<file path="src/rtl/bcd_digit_scanner.sv">
// Time-multiplexed BCD digit scanner with blanking gaps and frame-synchronous double buffering.
// Optional leading-zero suppression is enabled by defining LEADING_ZERO_BLANK_EN.
module bcd_digit_scanner #(
  parameter int unsigned NUM_DIGITS   = 4,
  parameter int unsigned PRESCALE     = 1000,
  parameter int unsigned BLANK_CYCLES = 8
) (
  input  logic                    clk,
  input  logic                    rst_n,
  input  logic                    enable,
  input  logic                    load,
  input  logic [4*NUM_DIGITS-1:0] digits_in,
  input  logic [NUM_DIGITS-1:0]   dp_in,
  output logic [3:0]              bcd_out,
  output logic [NUM_DIGITS-1:0]   digit_en,
  output logic                    dp_out,
  output logic                    frame_done
);

  localparam int unsigned CNT_MAX = (PRESCALE > BLANK_CYCLES) ? PRESCALE : BLANK_CYCLES;
  localparam int unsigned CNT_W   = (CNT_MAX > 1) ? $clog2(CNT_MAX) : 1;
  localparam int unsigned IDX_W   = $clog2(NUM_DIGITS);

  localparam logic [CNT_W-1:0] P_LAST   = CNT_W'(PRESCALE - 1);
  localparam logic [CNT_W-1:0] B_LAST   = CNT_W'((BLANK_CYCLES > 0) ? BLANK_CYCLES - 1 : 0);
  localparam logic [IDX_W-1:0] IDX_LAST = IDX_W'(NUM_DIGITS - 1);

  typedef enum logic [1:0] {StIdle, StBlank, StShow} state_e;

  state_e                       r_state;
  logic [CNT_W-1:0]             r_cnt;
  logic [IDX_W-1:0]             r_idx;
  logic [NUM_DIGITS-1:0][3:0]   r_pend;
  logic [NUM_DIGITS-1:0][3:0]   r_active;
  logic [NUM_DIGITS-1:0]        r_pdp;
  logic [NUM_DIGITS-1:0]        r_adp;

  logic [NUM_DIGITS-1:0][3:0]   w_pend_nxt;
  logic [NUM_DIGITS-1:0]        w_pdp_nxt;
  logic [IDX_W-1:0]             w_idx_inc;
  logic [NUM_DIGITS-1:0]        w_lz_mask;
  logic [NUM_DIGITS-1:0]        w_sel_cur;
  logic [NUM_DIGITS-1:0]        w_sel_inc;
  logic                         w_slot_end;
  logic                         w_commit;

  // A load on the commit edge is forwarded so the freshly loaded value is what gets committed.
  assign w_pend_nxt = load ? digits_in : r_pend;
  assign w_pdp_nxt  = load ? dp_in : r_pdp;

  assign w_idx_inc  = r_idx + 1'b1;
  assign w_slot_end = (r_state == StShow) && (r_cnt == P_LAST);
  assign w_commit   = (r_state == StIdle) || (w_slot_end && (r_idx == IDX_LAST));
  assign w_sel_cur  = (NUM_DIGITS'(1) << r_idx) & ~w_lz_mask;
  assign w_sel_inc  = (NUM_DIGITS'(1) << w_idx_inc) & ~w_lz_mask;

`ifdef LEADING_ZERO_BLANK_EN
  logic w_upper_zero;

  // Walk from the most significant digit down; digit 0 is never suppressed.
  always_comb begin
    w_lz_mask    = '0;
    w_upper_zero = 1'b1;
    for (int i = NUM_DIGITS - 1; i >= 1; i--) begin
      w_upper_zero = w_upper_zero && (r_active[i] == 4'd0);
      w_lz_mask[i] = w_upper_zero && !r_adp[i];
    end
  end
`else
  assign w_lz_mask = '0;
`endif

  always_ff @(posedge clk or negedge rst_n) begin
    if (!rst_n) begin
      r_state    <= StIdle;
      r_idx      <= '0;
      r_cnt      <= '0;
      r_pend     <= '0;
      r_pdp      <= '0;
      r_active   <= '0;
      r_adp      <= '0;
      bcd_out    <= '0;
      digit_en   <= '0;
      dp_out     <= 1'b0;
      frame_done <= 1'b0;
    end else begin
      frame_done <= 1'b0;
      r_pend     <= w_pend_nxt;
      r_pdp      <= w_pdp_nxt;
      if (!enable) begin
        r_state  <= StIdle;
        r_idx    <= '0;
        r_cnt    <= '0;
        digit_en <= '0;
        bcd_out  <= '0;
        dp_out   <= 1'b0;
      end else if (w_commit) begin
        r_active   <= w_pend_nxt;
        r_adp      <= w_pdp_nxt;
        r_idx      <= '0;
        r_cnt      <= '0;
        bcd_out    <= w_pend_nxt[0];
        dp_out     <= w_pdp_nxt[0];
        frame_done <= (r_state == StShow);
        if (BLANK_CYCLES == 0) begin
          r_state  <= StShow;
          digit_en <= NUM_DIGITS'(1);
        end else begin
          r_state  <= StBlank;
          digit_en <= '0;
        end
      end else begin
        case (r_state)
          StBlank: begin
            if (r_cnt == B_LAST) begin
              r_cnt    <= '0;
              r_state  <= StShow;
              digit_en <= w_sel_cur;
            end else begin
              r_cnt <= r_cnt + 1'b1;
            end
          end
          StShow: begin
            if (w_slot_end) begin
              r_cnt   <= '0;
              r_idx   <= w_idx_inc;
              bcd_out <= r_active[w_idx_inc];
              dp_out  <= r_adp[w_idx_inc];
              if (BLANK_CYCLES == 0) begin
                digit_en <= w_sel_inc;
              end else begin
                r_state  <= StBlank;
                digit_en <= '0;
              end
            end else begin
              r_cnt <= r_cnt + 1'b1;
            end
          end
          default: r_state <= StIdle;
        endcase
      end
    end
  end

endmodule

</file>
<file path="config.mk">
export PLATFORM = sky130hd
export DESIGN_NAME = bcd_digit_scanner
export DESIGN_NICKNAME = d
export VERILOG_FILES = /design/src/rtl/bcd_digit_scanner.sv
export SDC_FILE = /design/constraint.sdc
export NUM_CORES = 1
export LEC_CHECK = 0
export ABC_AREA = 0
export BUFFER_PORTS_ARGS = -buffer_cell sky130_fd_sc_hd__buf_2
export CORE_ASPECT_RATIO = 2
export CORE_MARGIN = 5
export CORE_UTILIZATION = 45
export CTS_CLUSTER_DIAMETER = 30
export DETAILED_ROUTE_END_ITERATION = 6
export GPL_TIMING_DRIVEN = 0
export SYNTH_ARGS = -nofsm -noshare
export SYNTH_HDL_FRONTEND = slang
export SYNTH_SLANG_ARGS = --single-unit
</file>
<file path="constraint.sdc">
create_clock -name clk -period 2.2 [get_ports clk]
set_input_delay 0.33 -clock clk [delete_from_list [all_inputs] [get_ports clk]]
set_output_delay 0.33 -clock clk [all_outputs]
set_load 0.005 [all_outputs]
</file>
==> out/qor.csv <==
stage,metric,value,unit
outcome,outcome,"complete, no violations",
finish,fill count,618,
timing,Rel. slew slack,46.2,%
worst_setup_path,"delay-heaviest family, CP",buffers and inverters,
placement,global placer's final weighted congestion,0.808,
timing,worst-margin pin slew,0.807,ns
grt,antenna violations before repair,0,
worst_setup_path,"Arr. time, crit path",2.32,ns
placement,Port Buffers,32,
worst_setup_path,Slowest Stage Delay on Critical Path,0.42,ns
worst_setup_path,Worst Setup Path Type,reg -> reg,
worst_setup_path,crit path launch type,register,
pwr,Int Power,2.54,mW
cts,root buffer cell,clkbuf_16,
finish,fin area,3660,sq um
synth,Async SR Flop Fraction,100,%
route,initial DRC count,94,
finish,Total Nets Final,312,
route,DR pass1 iterations,4,
pwr,P_sw,0.809,mW
worst_setup_path,"Max FO, Critical Path",10,
synth,largest family of logic cells by synthesized area,multiplexers,
route,residual DRC count,0,
grt,gr ovfl total,0,
timing,min Tclk post-route,2.12,ns
timing,Final Setup Violations,0,
die,FP Rows,42,
timing,Max Fclk,472,MHz
synth,XOR/XNOR share of the synthesized area,0.289,%
placement,Placed Instance Area,3300,sq um
synth,Synth cell types,47,
route,DRT antenna net count,0,
timing,PnR worst setup slack,0.0833,ns
cts,CTS buffer count,9,
worst_setup_path,CP bufs+invs,3,
die,Core ar.,6620,sq um
pwr,cell leakage power,1.62,nW
die,Die Area,8570,sq um
synth,compound-cell area share of the yosys netlist,10.2,%
placement,DPL Wire Length,4660,um
cts,H-tree depth,3,
worst_setup_path,crit end category,register,
cts,clock buffer depth,2,
job,Max-cap violations,0,
route,DR vias,2013,
route,drt total wl,6470,um
grt,largest net degree at the start of global routing,65,
grt,vias in the first global route,2145,
pwr,VDD IR max,0.623,mV
synth,mux cell area share after synthesis,18.6,%
timing,final hold violation count,0,
die,num ports,34,
synth,yosys warns,0,
worst_setup_path,CP required,2.40,ns
synth,Synth Area in Adders,3.72,%
grt,Total GRT Usage,16.9,%
die,width of the die,68.0,um
worst_setup_path,CP dominant cell by count,buf_6,
synth,ys flop type,dfrtp_1,
cts,Clock Sinks,64,
finish,post-layout util,55.3,%
cts,Worst-Skew Late Latency,0.33,ns
synth,post-synthesis cell area,3030,sq um
die,Initial Util,45.8,%
pwr,sw frac,24.2,%
synth,Syn Area/Cell,12.8,sq um
synth,"EDFF count, synth",0,
route,mean number of vias per cell,5.41,
cts,CTS tree,built,
timing,Final period util,96.2,%
synth,register area share after synthesis,52.8,%
finish,fraction of layout cells with a size suffix above 1,40.1,%
worst_setup_path,cells along the critical path,inv_1 -> ha_4 -> nand2_2 -> nor4_4 -> o21a_1 -> buf_6 -> buf_6 -> mux2_2,
grt,first-pass GRT wire length,10500,um
pwr,PwrDens,915,nW/um^2
finish,Inserted Diodes,0,
timing,RSZ-0062 raised after global routing,true,
worst_setup_path,critical path's slowest cell,dfrtp_1,
timing,WHS,0.0865,ns
pwr,Clock power frac,43.1,%
synth,"flops & latches, synth",64,
route,drt wl/cell,17.4,um
synth,Synth Area in Simple Gates,10.5,%
placement,pre-CTS setup slack,-0.372,ns
cts,Clock transition at path regs,0.06,ns
die,Die H,126,um
pwr,sequential share of power,42.7,%
synth,Mapped Nets,269,
synth,Post-Syn Instances,236,
pwr,overall power,3.35,mW
pwr,Comb pwr share,14.2,%
timing,Max Slew Vio Count,0,
finish,area growth from synthesis to layout,20.7,%
timing,worst clock skew,0.00707,ns
worst_hold_path,Worst Hold Class,in -> async,
-- final timing paths --
path | from | to | slack, ns | depth (start not counted)
setup / recovery | r_state[0]$_DFFE_PN0P_ | r_active[1]$_DFFE_PN0P_ | 0.08 | 8
hold / removal | rst_n | frame_done$_DFF_PN0_ | 0.09 | 1
setup reg to reg | r_state[0]$_DFFE_PN0P_ | r_active[1]$_DFFE_PN0P_ | 0.08 | 8
hold reg to reg | r_pend[10]$_DFF_PN0_ | r_pend[10]$_DFF_PN0_ | 0.49 | 1
max in group asynchronous | rst_n | digit_en[3]$_DFFE_PN0P_ | 1.57 | 1
min in group clk | digits_in[14] | r_pend[14]$_DFF_PN0_ | 0.25 | 2
-- power by group through the flow --
stage	logic [mW]	registers, mW	clock network [mW]
after floorplan	0.348	1.42	0
after global placement	0.464	1.44	0
after detailed placement	0.476	1.45	0
after CTS	0.480	1.43	1.48
after global routing	0.520	1.45	1.52
final	0.474	1.43	1.44
-- cells in the mapped netlist (2+ instances only) --
library cell / instances / area, sq um
ha_1: 9 / 113
a22o_1: 5 / 43.8
mux4_2: 5 / 113
buf_2: 3 / 15.0
a31oi_1: 2 / 12.5
and2_1: 2 / 12.5
nand2b_1: 4 / 25.0
o22ai_1: 4 / 25.0
nand2_1: 11 / 41.3
nor2_1: 9 / 33.8
clkbuf_1: 3 / 11.3
dfrtp_1: 64 / 1600
mux2_2: 38 / 428
and3_1: 6 / 37.5
nand3_1: 7 / 35.0
nor3_1: 2 / 10.0
inv_1: 10 / 37.5
o21ai_0: 2 / 10.0
a21oi_1: 10 / 50.1
nand4_1: 5 / 31.3
mux2_1: 2 / 22.5
buf_6: 4 / 45.0
a221o_1: 5 / 50.1
-- state kept, by name, summed over array words and instances (netlist names) --
signal and count:
dp_out 1, r_adp 4, digit_en 4, bcd_out 4
r_pend 16, r_idx 2, frame_done 1, r_pdp 4
r_active 16, r_cnt 10, r_state 2
-- stage by stage --
stage,TNS (ns),std cells
floorplan,0,236
global placement,-5.69,356
detailed placement,-7.15,356
CTS,0,372
global route,-0.117,372
finish,0,372
-- cell usage in the layout (no fill, tap or decap), types with 2 or more instances in the layout --
master      instances
clkbuf_1            2
nand3_1             7
nor2_1              9
a22o_1              5
nand4_1             5
nand2_2             2
ha_1                7
a21oi_1            10
o22ai_1             4
and2_1              2
clkinv_2            2
nand2b_1            4
buf_2              34
buf_4               2
inv_1              10
nand2_1            10
clkinvlp_4          2
and3_1              6
dfrtp_1            64
o21ai_0             2
a31oi_1             2
clkbuf_16           9
mux2_2             38
mux4_2              5
clkbuf_8            2
a221o_1             5
buf_6               4
mux2_1              2
-- worst register-to-register path: stages, from the launching register on --
cell and delay, ns:
dfrtp_1 0.42, inv_1 0.15, ha_4 0.21, nand2_2 0.13, nor4_4 0.24, o21a_1 0.16
buf_6 0.15, buf_6 0.17, mux2_2 0.35
-- area by class of cell --
| cell class | instances | area [sq um] | share of cell area [%] |
|---|---|---|---|
| clock buffers | 11 | 253 | 6.91 |
| inverters | 10 | 37.5 | 1.03 |
| multi-input cells | 151 | 1360 | 37.1 |
| plain buffers | 11 | 82.6 | 2.26 |
| well taps | 88 | 110 | 3.01 |
| flip-flops and latches | 64 | 1600 | 43.8 |
| clock inverters | 5 | 55.1 | 1.50 |
| repair buffers | 32 | 163 | 4.45 |
-- per-layer routing --
layer / routed length, um / up-vias / global-route usage [%]
li1: - / 946 / -
met1: 2380 / 1026 / 17.6
met2: 3790 / 29 / 30.0
met3: 141 / 12 / 3.30
met4: 166 / 0 / 9.26
met5: 0 / - / 0
-- cells by family after synthesis --
family,after synthesis
flip-flops,64
AND/OR/NAND/NOR,57
multiplexers,45
AO/OA/AOI/OAI,39
buffers and inverters,21
adder cells (fa/ha/maj),9
XOR/XNOR,1
-- repair_timing --
| action | 4_1_cts | 5_1_grt |
|---|---|---|
| setup endpoints to repair | 35 | 26 |
| setup buffers | 0 | 0 |
| hold buffers | 0 | 0 |
| pin swaps | 0 | 0 |
| gates resized for setup | 7 | 4 |
(Power assumes the default switching activity.)
